--- src/rtl/result_serializer.sv ---
// result_serializer: captures an alignment result and streams it as OUT_W-bit beats closed by an XOR checksum beat
module result_serializer #(
    parameter int SCORE_W = 16,
    parameter int POS_W   = 8,
    parameter int OUT_W   = 4
) (
    input  logic               clk,
    input  logic               rst_n,
    input  logic               res_done,
    input  logic [SCORE_W-1:0] res_score,
    input  logic [POS_W-1:0]   res_row,
    input  logic [POS_W-1:0]   res_col,
    output logic               out_valid,
    input  logic               out_ready,
    output logic [OUT_W-1:0]   out_data,
    output logic               out_last,
    output logic               busy,
    output logic               overrun
);
    localparam int FRAME_W = SCORE_W + 2 * POS_W;
    localparam int NB      = FRAME_W / OUT_W;
    localparam int CNT_W   = (NB > 1) ? $clog2(NB) : 1;

    typedef enum logic [1:0] {IDLE, SEND, CSUM} state_t;

    state_t             state, state_nx;
    logic [FRAME_W-1:0] shreg;
    logic [OUT_W-1:0]   acc;
    logic [CNT_W-1:0]   cnt;
    logic               last_data;

    assign last_data = cnt == CNT_W'(NB - 1);

    // state register; reset discards any frame in flight
    always_ff @(posedge clk or negedge rst_n) begin
        if (!rst_n) state <= IDLE;
        else        state <= state_nx;
    end

    // next state and outputs, all decoded from registers only
    always_comb begin
        state_nx  = state;
        out_valid = state != IDLE;
        out_last  = state == CSUM;
        busy      = state != IDLE;
        out_data  = state == SEND ? shreg[OUT_W-1:0] : state == CSUM ? acc : '0;
        state_nx  = (state == IDLE && res_done)               ? SEND :
                    (state == SEND && out_ready && last_data) ? CSUM :
                    (state == CSUM && out_ready)              ? IDLE : state;
    end

    // capture on accepted result, shift and fold each transferred data beat into the checksum
    always_ff @(posedge clk or negedge rst_n) begin
        if (!rst_n) begin
            shreg   <= '0;
            acc     <= '0;
            cnt     <= '0;
            overrun <= 1'b0;
        end else begin
            overrun <= res_done && state != IDLE;
            if (state == IDLE && res_done) begin
                shreg <= {res_col, res_row, res_score};
                acc   <= '0;
                cnt   <= '0;
            end else if (state == SEND && out_ready) begin
                shreg <= shreg >> OUT_W;
                acc   <= acc ^ shreg[OUT_W-1:0];
                cnt   <= cnt + 1'b1;
            end
        end
    end
endmodule
--- config.mk ---
export PLATFORM = sky130hd
export DESIGN_NAME = result_serializer
export DESIGN_NICKNAME = d
export VERILOG_FILES = /design/src/rtl/result_serializer.sv
export SDC_FILE = /design/constraint.sdc
export NUM_CORES = 1
export LEC_CHECK = 0
export ABC_AREA = 1
export CAP_MARGIN = 20
export CORE_ASPECT_RATIO = 0.7
export CORE_MARGIN = 5
export CORE_UTILIZATION = 54
export DETAILED_ROUTE_END_ITERATION = 6
export PLACE_DENSITY = 0.9
export SLEW_MARGIN = 10
export SYNTH_ARGS = -nofsm -noshare
export SYNTH_HDL_FRONTEND = slang
export SYNTH_SLANG_ARGS = --single-unit
--- constraint.sdc ---
create_clock -name clk -period 3.3 [get_ports clk]
set_input_delay 0.66 -clock clk [delete_from_list [all_inputs] [get_ports clk]]
set_output_delay 0.66 -clock clk [all_outputs]
set_load 0.02 [all_outputs]
==> results of run 1 <==
synthesized netlist by cell type:
cell / n / area [um2]
nor2_1: 5 / 18.77
inv_2: 2 / 7.510
nand4_1: 2 / 12.51
dfrtp_1: 42 / 1051
a21oi_1: 1 / 5.000
nand3_1: 66 / 330.3
nand2_1: 92 / 345.3
ha_1: 2 / 25.02
nand3_4: 1 / 17.52
inv_1: 17 / 63.81
buf_4: 7 / 52.55
buf_2: 5 / 25.02
nand2_4: 1 / 11.26
nand3b_1: 2 / 15.01
o22ai_1: 4 / 25.02
buf_6: 3 / 33.78
nor2_4: 1 / 11.26
power by group:
part           leakage [nW]  total, W  internal [W]  switching [W]
combinational         0.680  0.000723      0.000307       0.000416
sequential            0.537  0.000859      0.000726       0.000133
clock                0.0431  0.000325      0.000161       0.000164
worst reg2reg max path: cells and delay by family (launching register included):
family / cells / cell delay (ns)
AND/OR/NAND/NOR: 4 / 0.73
flip-flops: 1 / 0.49
buffers and inverters: 1 / 0.50
layer usage:
layer	wire [um]	vias to the layer above	part of all wire (%)
met4	40	0	0.92
met1	1977	854	46
met3	281	4	6.5
met5	0	-	0
met2	2045	58	47
li1	-	883	-
worst max path at each step:
stage,cells past startpoint,startpoint,end,slack [ns]
after floorplan,3,state[1]$_DFFE_PN0P_,out_data[2],1.60
after global placement,5,res_done,shreg[3]$_DFFE_PN0P_,1.03
after detailed placement,5,res_done,shreg[22]$_DFFE_PN0P_,1.01
after CTS,4,state[0]$_DFFE_PN0P_,out_data[0],0.73
after global routing,4,state[0]$_DFFE_PN0P_,out_data[0],0.61
final,4,state[0]$_DFFE_PN0P_,out_data[0],0.73
cell type report:
type	count	area share, %
multi-input cells	177	32.46
well taps	50	2.485
flip-flops and latches	42	41.75
inverters	19	2.833
repair buffers	44	17.20
clock buffers	6	3.280
metrics by stage:
step	setup WS (ns)	total power, W
finish	0.7340	0.001907
global route	0.6068	0.002065
CTS	0.7281	0.001920
detailed placement	1.005	0.001594
global placement	1.028	0.001558
floorplan	1.598	0.001392
state kept, by name, indices dropped and copies added (netlist names):
name / cells
acc: 4
shreg: 32
overrun: 1
cnt: 3
state: 2
kinds of logic after synthesis:
| kind of cell | Yosys count | share of synthesized area [%] |
|---|---|---|
| simple gates | 170 | 37.16 |
| flops | 42 | 51.25 |
| buf+inv | 34 | 8.908 |
| compound gates | 5 | 1.464 |
| fa+ha+maj | 2 | 1.220 |
==> flow_summary.json, run 1 <==
{
  "outcome": "finished, final reports clean",
  "grtUsageTotal_pct": 18.55,
  "design_area_mm2": 0.002517,
  "overflow": 0,
  "dpl.hpwl_mm": 2.893,
  "slew_violations": 0,
  "hold_class": "flip-flop to flip-flop",
  "finalHoldViolCount": 0,
  "synthToLayoutAreaGrowth_pct": 22.76,
  "clk_path_buf_depth": 2,
  "port_buffers": 43,
  "min_from": "cnt[0]$_DFFE_PN0P_",
  "antenna_left": 0,
  "multi_input_area_um2": 817.0,
  "worst_skew_pair.late_latency_ns": 0.29,
  "instances_no_fill": 338,
  "remaining_drc_errors": 0,
  "seqCellArea_mm2": 0.001051,
  "placed_cells": 332,
  "die-width_um": 83.66,
  "cts_max_level": 2,
  "cts-resized-gates": 0,
  "wl_mm": 4.345,
  "die_height_um": 61.56,
  "rows": 18,
  "hold_depth": 1,
  "drt_iter0_markers": 186,
  "drtPass1Iterations": 4,
  "cp-start-kind": "flip-flop",
  "first_global_vias": 1743,
  "cap_viol_max_count": 0,
  "avgViaCountPerCell": 5.322,
  "vdd_drop_max_mv": 0.3726,
  "r2r_cells": 5,
  "avgSynthCellArea_um2": 8.106,
  "syn_area_mm2": 0.002051,
  "path_cells": "inv_1 > nand2_1 > o22ai_1 > clkdlybuf4s50_1",
  "n_fill_cell": 290,
  "syn_inst": 253,
  "place_congestion": 0.7991,
  "final_common_cell": "nand2_1",
  "final.min_clock_period_ns": 2.566,
  "drive_above_1_share_pct": 4.514,
  "grt_busiest_layer": "met2",
  "n_antenna_cell": 0,
  "syn_nets": 291,
  "tns_ns": 0,
  "critPathKind": "flip-flop to output port",
  "p_leak_nw": 1.260,
  "placed_area_mm2": 0.002435,
  "fin_crit_sh_pct": 77.76,
  "path_max_fanout": 7,
  "antenna_found_initial": 0,
  "cp_slowest_cell": "clkdlybuf4s50_1",
  "cts_root_buffer": "clkbuf_8",
  "dr_total_vias": 1799,
  "r2r_slack_ns": 1.53,
  "final_net_count": 327,
  "cts_tree": "done",
  "ys_warn_count": 0,
  "worstPathArrival_ns": 1.91,
  "cp-end-kind": "output port",
  "hold_buffers": 0,
  "die-area_mm2": 0.005150,
  "finalSetupViolations": 0,
  "path_buf_inv": 2,
  "post-route-util_pct": 70.30,
  "r2r_start": "state[0]$_DFFE_PN0P_",
  "synth_seq_cells": 42,
  "final_cell_mix": "92 x nand2_1, 66 x nand3_1, 42 x dfrtp_1, 42 x clkdlybuf4s50_1, 17 x inv_1",
  "initial_core_util_pct": 57.27,
  "fin_worst_skew_ns": 0.003954,
  "relSlewSlack_pct": 39.08,
  "core_area_mm2": 0.003581,
  "numCtsBuffers": 5,
  "ys_seq_area_share_pct": 51.25,
  "grt_use_met2_pct": 33.41,
  "ioPinCount": 44,
  "grt_max_degree": 44,
  "globalRouteMet1Util_pct": 23.18,
  "rsz0062_at_grt": "false",
  "fmaxAchievable_ghz": 0.3897,
  "hold_end": "cnt[0]$_DFFE_PN0P_",
  "cts.sinks": 42,
  "use_met3_pct": 4.412,
  "wl_per_cell_um": 12.86,
  "grt_pass1_wl_mm": 7.610,
  "hold_ws_ns": 0.4896,
  "slowest_delay_ns": 0.63,
  "cts.clk_slew.worst_paths_ns": 0.07,
  "r2r-end": "shreg[27]$_DFFE_PN0P_",
  "yosysUniqueCellTypes": 17,
  "cts_setup_buffers": 0,
  "tightest_slew_ns": 0.9137,
  "path_delay_family": "buffers and inverters",
  "power_density_mw_per_mm2": 757.5,
  "worstPathRequired_ns": 2.64
}
(Power assumes the default switching activity.)
==> inputs of run 2 (changes only) <==
CORE_UTILIZATION = 45   (was 54)
PLACE_DENSITY = 0.81   (was 0.9)
clock period = 2.2 ns   (was 3.3 ns; I/O delays follow)
==> run 2 against run 1 <==
Net effect: setup slack lost 0.64 ns; cell count is 3.3% higher; wire length is 7.0% higher; critical endpoint is now out_valid; clock power is 130% higher; critical path depth stayed put; utilization down 10 points; first-iteration DRC count down 61%; via count fell by 1.3%; non-clock buffer count up 4; register-to-register slack worse by 1.0 ns.
==> flow_summary.json, run 2 (same netlist as run 1, synthesis figures left out) <==
{
  "wl_mm": 4.650,
  "final.min_clock_period_ns": 2.111,
  "grtUsageTotal_pct": 16.03,
  "drive_above_1_share_pct": 6.463,
  "grt_pass1_wl_mm": 7.700,
  "sw_frac_of_total_pct": 35.40,
  "die-width_um": 90.69,
  "grt_max_degree": 43,
  "outcome": "finished, final reports clean",
  "worstPathRequired_ns": 1.76,
  "die-area_mm2": 0.006029,
  "tightest_slew_ns": 0.5369,
  "wl_per_cell_um": 13.32,
  "drtPass1Iterations": 4,
  "power_density_mw_per_mm2": 1203,
  "port_buffers": 43,
  "first_global_vias": 1638,
  "numCtsBuffers": 5,
  "largest_reg_flops": 32,
  "path_cells": "buf_4 > nor2_4 > inv_1 > clkdlybuf4s50_1",
  "fin_worst_skew_ns": 0.008026,
  "dr_total_vias": 1776,
  "clk_path_buf_depth": 2,
  "cp_slowest_cell": "clkdlybuf4s50_1",
  "path_max_fanout": 5,
  "cts.clk_slew.worst_paths_ns": 0.08,
  "cts_tree": "done",
  "rows": 20,
  "rsz0062_at_grt": "false",
  "cts.sinks": 42,
  "p_leak_nw": 1.323,
  "final_net_count": 331,
  "worstPathArrival_ns": 1.67,
  "finalPower_w": 0.003154,
  "seq_power_share_pct": 40.7,
  "core_area_mm2": 0.004379,
  "dpl.hpwl_mm": 3.181,
  "avgViaCountPerCell": 5.089,
  "final_common_cell": "nand2_1",
  "final_cell_mix": "92 x nand2_1, 66 x nand3_1, 42 x dfrtp_1",
  "cp-start-kind": "flip-flop",
  "hold_ws_ns": 0.2049,
  "remaining_drc_errors": 0,
  "power.switching_w": 0.001116,
  "combPwrFrac_pct": 35.3,
  "slowest_delay_ns": 0.54,
  "relSlewSlack_pct": 64.21,
  "slew_violations": 0,
  "antenna_left": 0,
  "cts_setup_buffers": 0,
  "p_int_w": 0.002038,
  "antenna_found_initial": 0,
  "cts_root_buffer": "clkbuf_8",
  "hold_class": "primary input to asynchronous set/reset pin",
  "fin_crit_sh_pct": 95.93,
  "drt_iter0_markers": 72,
  "critPathKind": "flip-flop to output port",
  "cts_max_level": 2,
  "fmaxAchievable_ghz": 0.4738,
  "r2r_slack_ns": 0.52,
  "clockPowerShare_pct": 24.0,
  "reg.largest.list": "shreg (32), acc (4), cnt (3)",
  "initial_core_util_pct": 46.83,
  "place_congestion": 0.7835,
  "finalHoldViolCount": 0,
  "synthToLayoutAreaGrowth_pct": 27.82,
  "overflow": 0,
  "n_antenna_cell": 0,
  "tns_ns": 0,
  "cap_viol_max_count": 0,
  "worst_skew_pair.late_latency_ns": 0.30,
  "ioPinCount": 44,
  "cp-end-kind": "output port",
  "max_flop_register": "shreg",
  "die_height_um": 66.48,
  "vdd_drop_max_mv": 0.6783,
  "finalSetupViolations": 0
}
run 2: metrics by stage:
step	util (%)	instances	setup slack [ns]	area [um2]
after floorplan	-	253	0.7183	2051
after global placement	56.71	341	0.2595	2484
after detailed placement	56.71	341	0.2049	2484
after CTS	59.86	349	0.07478	2621
after global routing	59.86	349	0.01852	2621
final	59.86	349	0.08949	2621
run 2: per-layer routing:
metal | up-vias | track usage [%] | part of all wire, %
li1 | 892 | - | -
met1 | 830 | 21.05 | 46
met2 | 48 | 25.91 | 46
met3 | 6 | 4.966 | 6.5
met4 | 0 | 4.089 | 1.1
met5 | - | 0 | 0
run 2: worst paths after layout:
kind                                            from               endpoint  cells after the start
worst max-delay path            state[0]$_DFFE_PN0P_              out_valid                      4
worst min-delay path                           rst_n      overrun$_DFF_PN0_                      2
worst max register to register  state[0]$_DFFE_PN0P_  shreg[10]$_DFFE_PN0P_                      6
worst min register to register    cnt[0]$_DFFE_PN0P_     cnt[0]$_DFFE_PN0P_                      1
max in group asynchronous                      rst_n  shreg[15]$_DFFE_PN0P_                      2
min in group clk                  cnt[0]$_DFFE_PN0P_     cnt[0]$_DFFE_PN0P_                      1
run 2: what timing repair did:
action,4_1_cts,5_1_grt
hold buffers,0,0
resized for setup,4,0
endpoints found under the setup margin,4,0
hold endpoints to repair,0,0
run 2: area by class of cell:
type                       count  area, um2
multi-input combinational    177      817.0
fill                         410       1758
inverter                      19      71.32
sequential                    42       1051
tap                           55      68.82
timing repair buffer          48      470.5
clock inverter                 2      60.06
clock buffer                   6      82.58
run 2: critical path, delay by kind of cell (launching register included):
kind | cells | cell delay, ns
buffers and inverters | 3 | 0.79
DFF | 1 | 0.41
and+or+nand+nor | 1 | 0.17
run 2: power by group through the flow:
stage,combinational [W],sequential [W],clock [W]
floorplan,0.000828,0.00126,0
global placement,0.00111,0.00128,0
detailed placement,0.00115,0.00129,0
CTS,0.00113,0.00128,0.000771
global route,0.00126,0.00132,0.000808
finish,0.00111,0.00128,0.000757
